`src/rtl/atomic_alu_pkg.sv`:
```
// Shared definitions for the atomic ALU sequencer: opcodes, FSM state codes,
// and helpers that pull fields out of an encoded command word.
package atomic_alu_pkg;

  // Widest command word the field helpers accept (covers NREG up to 256).
  localparam int CMD_MAX_W = 32;

  typedef enum logic [2:0] {
    OP_0   = 3'd0,
    OP_SUB = 3'd1,
    OP_2   = 3'd2,
    OP_3   = 3'd3,
    OP_4   = 3'd4,
    OP_5   = 3'd5,
    OP_6   = 3'd6,
    OP_CAS = 3'd7
  } op_e;

  localparam logic [1:0] ST_IDLE  = 2'd0;
  localparam logic [1:0] ST_EXEC  = 2'd1;
  localparam logic [1:0] ST_WRITE = 2'd2;

  // Opcode sits directly above the three register fields.
  function automatic logic [2:0] cmd_op(input logic [CMD_MAX_W-1:0] c, input int aw);
    return c[3*aw +: 3];
  endfunction

  // Register field by slot: 2 = ra, 1 = rb, 0 = rc.
  function automatic logic [7:0] cmd_reg(input logic [CMD_MAX_W-1:0] c, input int aw,
                                         input int slot);
    return 8'((c >> (aw * slot)) & ((1 << aw) - 1));
  endfunction

endpackage

```
`src/rtl/atomic_regfile.sv`:
```
// NREG x DATA_W register file: two read ports, a debug read port and two
// write ports. Write port 1 carries the CAS status and wins on collision.
module atomic_regfile
  import atomic_alu_pkg::*;
#(
  parameter  int NREG   = 8,
  parameter  int DATA_W = 32,
  localparam int ADDR_W = $clog2(NREG)
) (
  input  logic              clk,
  input  logic              rst,
  input  logic [ADDR_W-1:0] rd0_addr,
  output logic [DATA_W-1:0] rd0_data,
  input  logic [ADDR_W-1:0] rd1_addr,
  output logic [DATA_W-1:0] rd1_data,
  input  logic [ADDR_W-1:0] dbg_addr,
  output logic [DATA_W-1:0] dbg_data,
  input  logic              we0,
  input  logic [ADDR_W-1:0] wa0,
  input  logic [DATA_W-1:0] wd0,
  input  logic              we1,
  input  logic [ADDR_W-1:0] wa1,
  input  logic [DATA_W-1:0] wd1
);

  logic [NREG-1:0][DATA_W-1:0] mem_q, mem_d;

  // Next contents: port 0 first, port 1 applied last so it overrides.
  always_comb begin
    mem_d = mem_q;
    if (we0) mem_d[wa0] = wd0;
    if (we1) mem_d[wa1] = wd1;
  end

  // Register storage with synchronous clear.
  always_ff @(posedge clk) begin
    if (rst) mem_q <= '0;
    else     mem_q <= mem_d;
  end

  assign rd0_data = mem_q[rd0_addr];
  assign rd1_data = mem_q[rd1_addr];
  assign dbg_data = mem_q[dbg_addr];

endmodule

```
`src/rtl/atomic_exec_unit.sv`:
```
// Command sequencer around an external combinational ALU. Opcode 7 runs as
// a compare-and-swap whose success lands in the top register.
//
//   state    | meaning
//   ---------+------------------------------------------------------------
//   ST_IDLE  | ready; on handshake latch command and load ALU operands
//   ST_EXEC  | capture ALU result and flags
//   ST_WRITE | write back (or CAS swap + status), pulse done
module atomic_exec_unit
  import atomic_alu_pkg::*;
#(
  parameter  int DATA_W = 32,
  parameter  int NREG   = 8,
  localparam int ADDR_W = $clog2(NREG),
  localparam int CMD_W  = 3 + 3 * ADDR_W
) (
  input  logic              clk,
  input  logic              rst,
  input  logic              cmd_valid,
  output logic              cmd_ready,
  input  logic [CMD_W-1:0]  cmd,
  output logic [2:0]        alu_op,
  output logic [DATA_W-1:0] alu_a,
  output logic [DATA_W-1:0] alu_b,
  input  logic [DATA_W-1:0] alu_y,
  input  logic              alu_o,
  input  logic              alu_c,
  input  logic              alu_z,
  input  logic              alu_n,
  output logic [3:0]        flags,
  output logic              done,
  output logic              cas_ok,
  input  logic [ADDR_W-1:0] dbg_addr,
  output logic [DATA_W-1:0] dbg_data
);

  logic [1:0]        state_q, state_d;
  logic [2:0]        op_q, op_d, alu_op_q, alu_op_d;
  logic [ADDR_W-1:0] ra_q, ra_d, rb_q, rb_d, rc_q, rc_d;
  logic [DATA_W-1:0] alu_a_q, alu_a_d, alu_b_q, alu_b_d, res_q, res_d;
  logic [3:0]        flags_q, flags_d;
  logic              cas_ok_q, cas_ok_d;

  logic [2:0]        cmd_op_w;
  logic [ADDR_W-1:0] cmd_ra_w, cmd_rb_w;
  logic [ADDR_W-1:0] cmd_rc_w;
  logic [ADDR_W-1:0] rd0_addr;
  logic [DATA_W-1:0] rd0_data, rd1_data;
  logic              is_write, is_cas, cas_hit;
  logic              we0, we1;
  logic [ADDR_W-1:0] wa0, wa1;
  logic [DATA_W-1:0] wd0, wd1;

  assign cmd_op_w = cmd_op(CMD_MAX_W'(cmd), ADDR_W);
  assign cmd_ra_w = ADDR_W'(cmd_reg(CMD_MAX_W'(cmd), ADDR_W, 2));
  assign cmd_rb_w = ADDR_W'(cmd_reg(CMD_MAX_W'(cmd), ADDR_W, 1));
  assign cmd_rc_w = ADDR_W'(cmd_reg(CMD_MAX_W'(cmd), ADDR_W, 0));

  assign is_write = (state_q == ST_WRITE);
  assign is_cas   = (op_q == OP_CAS);
  assign cas_hit  = flags_q[1];

  // Read port 0 serves ra at acceptance and the CAS swap value R[rc] in WRITE.
  assign rd0_addr = is_write ? rc_q : cmd_ra_w;

  assign we0 = is_write && (!is_cas || cas_hit);
  assign wa0 = is_cas ? ra_q : rc_q;
  assign wd0 = is_cas ? rd0_data : res_q;
  assign we1 = is_write && is_cas;
  assign wa1 = ADDR_W'(NREG - 1);
  assign wd1 = {{(DATA_W - 1){1'b0}}, cas_hit};

  atomic_regfile #(
    .NREG   (NREG),
    .DATA_W (DATA_W)
  ) u_regfile (
    .clk      (clk),
    .rst      (rst),
    .rd0_addr (rd0_addr),
    .rd0_data (rd0_data),
    .rd1_addr (cmd_rb_w),
    .rd1_data (rd1_data),
    .dbg_addr (dbg_addr),
    .dbg_data (dbg_data),
    .we0      (we0),
    .wa0      (wa0),
    .wd0      (wd0),
    .we1      (we1),
    .wa1      (wa1),
    .wd1      (wd1)
  );

  // Sequencer next-state and latch updates.
  always_comb begin
    state_d  = state_q;
    op_d     = op_q;
    ra_d     = ra_q;
    rb_d     = rb_q;
    rc_d     = rc_q;
    alu_op_d = alu_op_q;
    alu_a_d  = alu_a_q;
    alu_b_d  = alu_b_q;
    res_d    = res_q;
    flags_d  = flags_q;
    cas_ok_d = cas_ok_q;
    case (state_q)
      ST_IDLE: begin
        if (cmd_valid) begin
          op_d     = cmd_op_w;
          ra_d     = cmd_ra_w;
          rb_d     = cmd_rb_w;
          rc_d     = cmd_rc_w;
          alu_a_d  = rd0_data;
          alu_b_d  = rd1_data;
          // CAS compares by subtracting; Z then means R[ra] == R[rb].
          alu_op_d = (cmd_op_w == OP_CAS) ? OP_SUB : cmd_op_w;
          state_d  = ST_EXEC;
        end
      end
      ST_EXEC: begin
        res_d   = alu_y;
        flags_d = {alu_o, alu_c, alu_z, alu_n};
        state_d = ST_WRITE;
      end
      ST_WRITE: begin
        cas_ok_d = is_cas && cas_hit;
        state_d  = ST_IDLE;
      end
      default: state_d = ST_IDLE;
    endcase
  end

  // State and latch registers with synchronous reset.
  always_ff @(posedge clk) begin
    if (rst) begin
      state_q  <= ST_IDLE;
      op_q     <= '0;
      ra_q     <= '0;
      rb_q     <= '0;
      rc_q     <= '0;
      alu_op_q <= '0;
      alu_a_q  <= '0;
      alu_b_q  <= '0;
      res_q    <= '0;
      flags_q  <= '0;
      cas_ok_q <= 1'b0;
    end else begin
      state_q  <= state_d;
      op_q     <= op_d;
      ra_q     <= ra_d;
      rb_q     <= rb_d;
      rc_q     <= rc_d;
      alu_op_q <= alu_op_d;
      alu_a_q  <= alu_a_d;
      alu_b_q  <= alu_b_d;
      res_q    <= res_d;
      flags_q  <= flags_d;
      cas_ok_q <= cas_ok_d;
    end
  end

  assign cmd_ready = (state_q == ST_IDLE);
  assign done      = is_write;
  assign alu_op    = alu_op_q;
  assign alu_a     = alu_a_q;
  assign alu_b     = alu_b_q;
  assign flags     = flags_q;
  assign cas_ok    = cas_ok_q;

endmodule

```
`config.mk`:
```
export PLATFORM = sky130hd
export DESIGN_NAME = atomic_exec_unit
export DESIGN_NICKNAME = d
export VERILOG_FILES = /design/src/rtl/atomic_alu_pkg.sv /design/src/rtl/atomic_regfile.sv /design/src/rtl/atomic_exec_unit.sv
export SDC_FILE = /design/constraint.sdc
export NUM_CORES = 1
export LEC_CHECK = 0
export BUFFER_PORTS_ARGS = -buffer_cell sky130_fd_sc_hd__buf_2
export CORE_MARGIN = 2
export CORE_UTILIZATION = 66
export DETAILED_ROUTE_END_ITERATION = 16
export PLACE_DENSITY_LB_ADDON = 0.15
export SLEW_MARGIN = 20
export SYNTH_ARGS = -nofsm -noshare
export SYNTH_HDL_FRONTEND = slang
export SYNTH_HIERARCHICAL = 1
export SYNTH_SLANG_ARGS = --single-unit
```
`constraint.sdc`:
```
create_clock -name clk -period 9.27 [get_ports clk]
set_clock_uncertainty 0.2 [all_clocks]
set_input_delay 0.4635 -clock clk [delete_from_list [all_inputs] [get_ports clk]]
set_output_delay 0.4635 -clock clk [all_outputs]
set_load 0.01 [all_outputs]
```
==> flow_summary.toml <==
[timing]
setup_tns_ns = 0
max_freq_mhz = 237
timing.final.crit_period_ns = 4.22
setup_violations = 0
max-slew-margin-rel_pct = -158
final_hold_viol_count = 1
worstMarginPinSlew_ns = 3.85
period_share_pct = 45.5
final-max-slew-violation-count = 455
rsz0062_at_grt = "no"
hold_ws_ns = -0.000125

[grt]
grt_usage_pct = 41.7
grt_start_max_net_pins = 204
grt_pass1_vias = 19500
grt_pass1_wl_mm = 109
antenna_found_initial = 0
overflow = 0

[clocking]
clockBufferDepth = 3
clock_sink_count = 371
clkLatencyLatePin_ns = 0.54
cts_max_level = 2
path_clk_slew_ns = 0.06
cts_tree = "yes"
cts_inserted_buffers = 40
ctsRootBufferMaster = "clkbuf_16"

[pwr]
p_seq_share_pct = 45.8
p_int_w = 0.00265
peakVddDrop_v = 0.000130
p_sw_share_pct = 25.0
pwr-share-comb_pct = 8.3
p_per_area_nw_per_um2 = 148
power.switching_w = 0.000883
clkPwrFrac_pct = 45.9
power_leakage_nw = 8.73

[place]
gp_congestion = 0.825
dp.cells = 2785
portBuffers = 159
place_hpwl_mm = 38.2
placed_area_um2 = 22100

[synthesis]
avgSynthCellArea_um2 = 9.08
synth-seq-area-share_pct = 33.9
postSynthCellCount = 2414
netlist_area_um2 = 21900
synth_compound_gate_area_share_pct = 13.7
synth_top_family_by_area = "multiplexers"
synth_xor_area_share_pct = 0
yosys.area_share.simple_pct = 18.7
synthFlopType = "dfxtp_1"
synth_cell_types = 30
synth-adder-area-share_pct = 0
synthArstFlopShare_pct = 0
synth-edff-count = 0
ys_seq_elements = 371
yosys_warnings = 6
synth_mux_area_share_pct = 26.5

[floorplanning]
die-height_um = 186
ios = 160
initial_core_util_pct = 67.2
core.rowCount = 66
coreArea_um2 = 32600
dieArea_um2 = 34700
dieWidth_um = 186

[route]
wl_per_cell_um = 25.4
first_pass_iters = 6
via_count = 20300
final_antenna_net_count = 0
drtIter0Drc = 3085
vias_per_cell = 7.02
drc = 0
wl_mm = 73.4

[critical_path]
cpPeakStageDelay_ns = 0.80
crit_slowest_cell = "buf_4"
critPathArrivalTime_ns = 4.39
cp-start-kind = "register"
cp_max_fo = 40
path_cells = "nand2b_1, inv_1, nand2_1, nand2_4, buf_4, mux4_2, mux2_2, mux2_2, nand2_1, a311oi_1"
critPathRequiredTime_ns = 9.44
path_class = "reg2reg"
cp-end-kind = "register"

[flow_run]
drv_cap = 0

[layout]
multiInputGateArea_um2 = 13200
layout_common_cells = "nand2_1, dfxtp_1, nor2_1, a311oi_1, mux4_2"
final_common_cell = "nand2_1"
fillers = 2336
drive_gt1_share_pct = 25.2
syn2layout_area_growth_pct = 8.73
n_antenna_cell = 0
final_nets = 2475
final_cell_count_no_fill = 2893
fin_area_um2 = 23800
seqCellArea_um2 = 7430

[status]
failed_checks = "hold timing, slew limit"
status = "finished with violations"

[min_path]
hp-class = "in2reg"
==> synth_stat cells, types with 6 or more instances <==
library cell  number  area (um2)
a311oi_2          32         480
nor2_1           262         983
buf_1             45         169
mux4_2           192        4320
a21oi_1          113         566
a311oi_1         224        1960
mux2_2           131        1480
nand4b_1           6        52.6
nand2_1          745        2800
buf_2             72         360
clkbuf_1         121         454
dfxtp_1          371        7430
nand4bb_1          6        67.6
buf_6             20         225
buf_4             48         360
==> logic make-up after synthesis <==
kind of cell / count (synthesis)
AO/OA/AOI/OAI: 369
buffers and inverters: 309
flip-flops: 371
multiplexers: 323
other: 2
AND/OR/NAND/NOR: 1040
==> power by group through the flow <==
stage / logic [W] / registers [W] / clock network (W)
6_report: 0.000292 / 0.00162 / 0.00162
5_1_grt: 0.000305 / 0.00162 / 0.00169
4_1_cts: 0.000277 / 0.00162 / 0.00162
3_5_place_dp: 0.000264 / 0.00165 / 0
3_3_place_gp: 0.000261 / 0.00165 / 0
2_1_floorplan: 0.000208 / 0.00165 / 0
==> routing by layer <==
metal | vias to the layer above | GRT usage (%) | share of wire (%) | routed length [um]
met2 | 1669 | 63.9 | 43 | 31900
met5 | - | 0 | 0 | 0
met3 | 364 | 11.3 | 15 | 11200
met4 | 0 | 20.5 | 5.3 | 3900
li1 | 8623 | - | - | -
met1 | 9667 | 54.9 | 36 | 26400
==> path summary, 6_finish.rpt <==
| path | from | slack [ns] | to | cells past startpoint |
|---|---|---|---|---|
| max | state_q[1]$_SDFFE_PP0P_ | 5.05 | u_regfile/mem_q[206]$_SDFF_PP0_ | 10 |
| min | cmd[10] | -0.0001 | op_q[1]$_SDFFE_PP0P_ | 3 |
| max reg2reg | state_q[1]$_SDFFE_PP0P_ | 5.05 | u_regfile/mem_q[206]$_SDFF_PP0_ | 10 |
| min reg2reg | alu_op[2]$_SDFFE_PP0P_ | 0.25 | alu_op[2]$_SDFFE_PP0P_ | 2 |
==> final cells by class <==
class / instances / share of cell area (%)
tap: 442 / 2.32
inverter: 2 / 0.0315
multi-input combinational: 1787 / 55.2
clock inverter: 17 / 0.719
sequential: 371 / 31.2
clock buffer: 55 / 4.82
timing repair buffer: 219 / 5.72
==> sequential cells by signal, indices dropped and copies added (netlist names) <==
register and cells:
state_q 2, ra_q 3, res_q 32, flags 4
alu_op 3, op_q 3, rc_q 3, cas_ok 1
alu_b 32, u_regfile/mem_q 256, alu_a 32
==> what timing repair did <==
item / 4_1_cts / 5_1_grt
hold buffers: 36 / 0
hold endpoints to repair: 36 / 0
buffers inserted: 0 / 0
resized for setup: 0 / 0
==> worst max-delay path: cells and delay by family, from the launching register on <==
family	cells	cell delay, ns
AOI/OAI and AO/OA	1	0.11
buffers and inverters	2	0.97
DFF	1	0.49
muxes	3	1.29
and+or+nand+nor	4	0.90
==> per-stage QoR <==
step                      power [W]  utilization [%]  setup WS [ns]  hold WS (ns)
final                       0.00353             73.1           5.05     -0.000125
after floorplan             0.00186                -           6.26         0.233
after detailed placement    0.00192             67.9           5.14         0.242
after global routing        0.00361             73.1           4.78        0.0256
after global placement      0.00191             67.9           5.23         0.238
after CTS                   0.00352             73.0           5.13       0.00267
No activity file was read; power rests on OpenSTA's default activity.
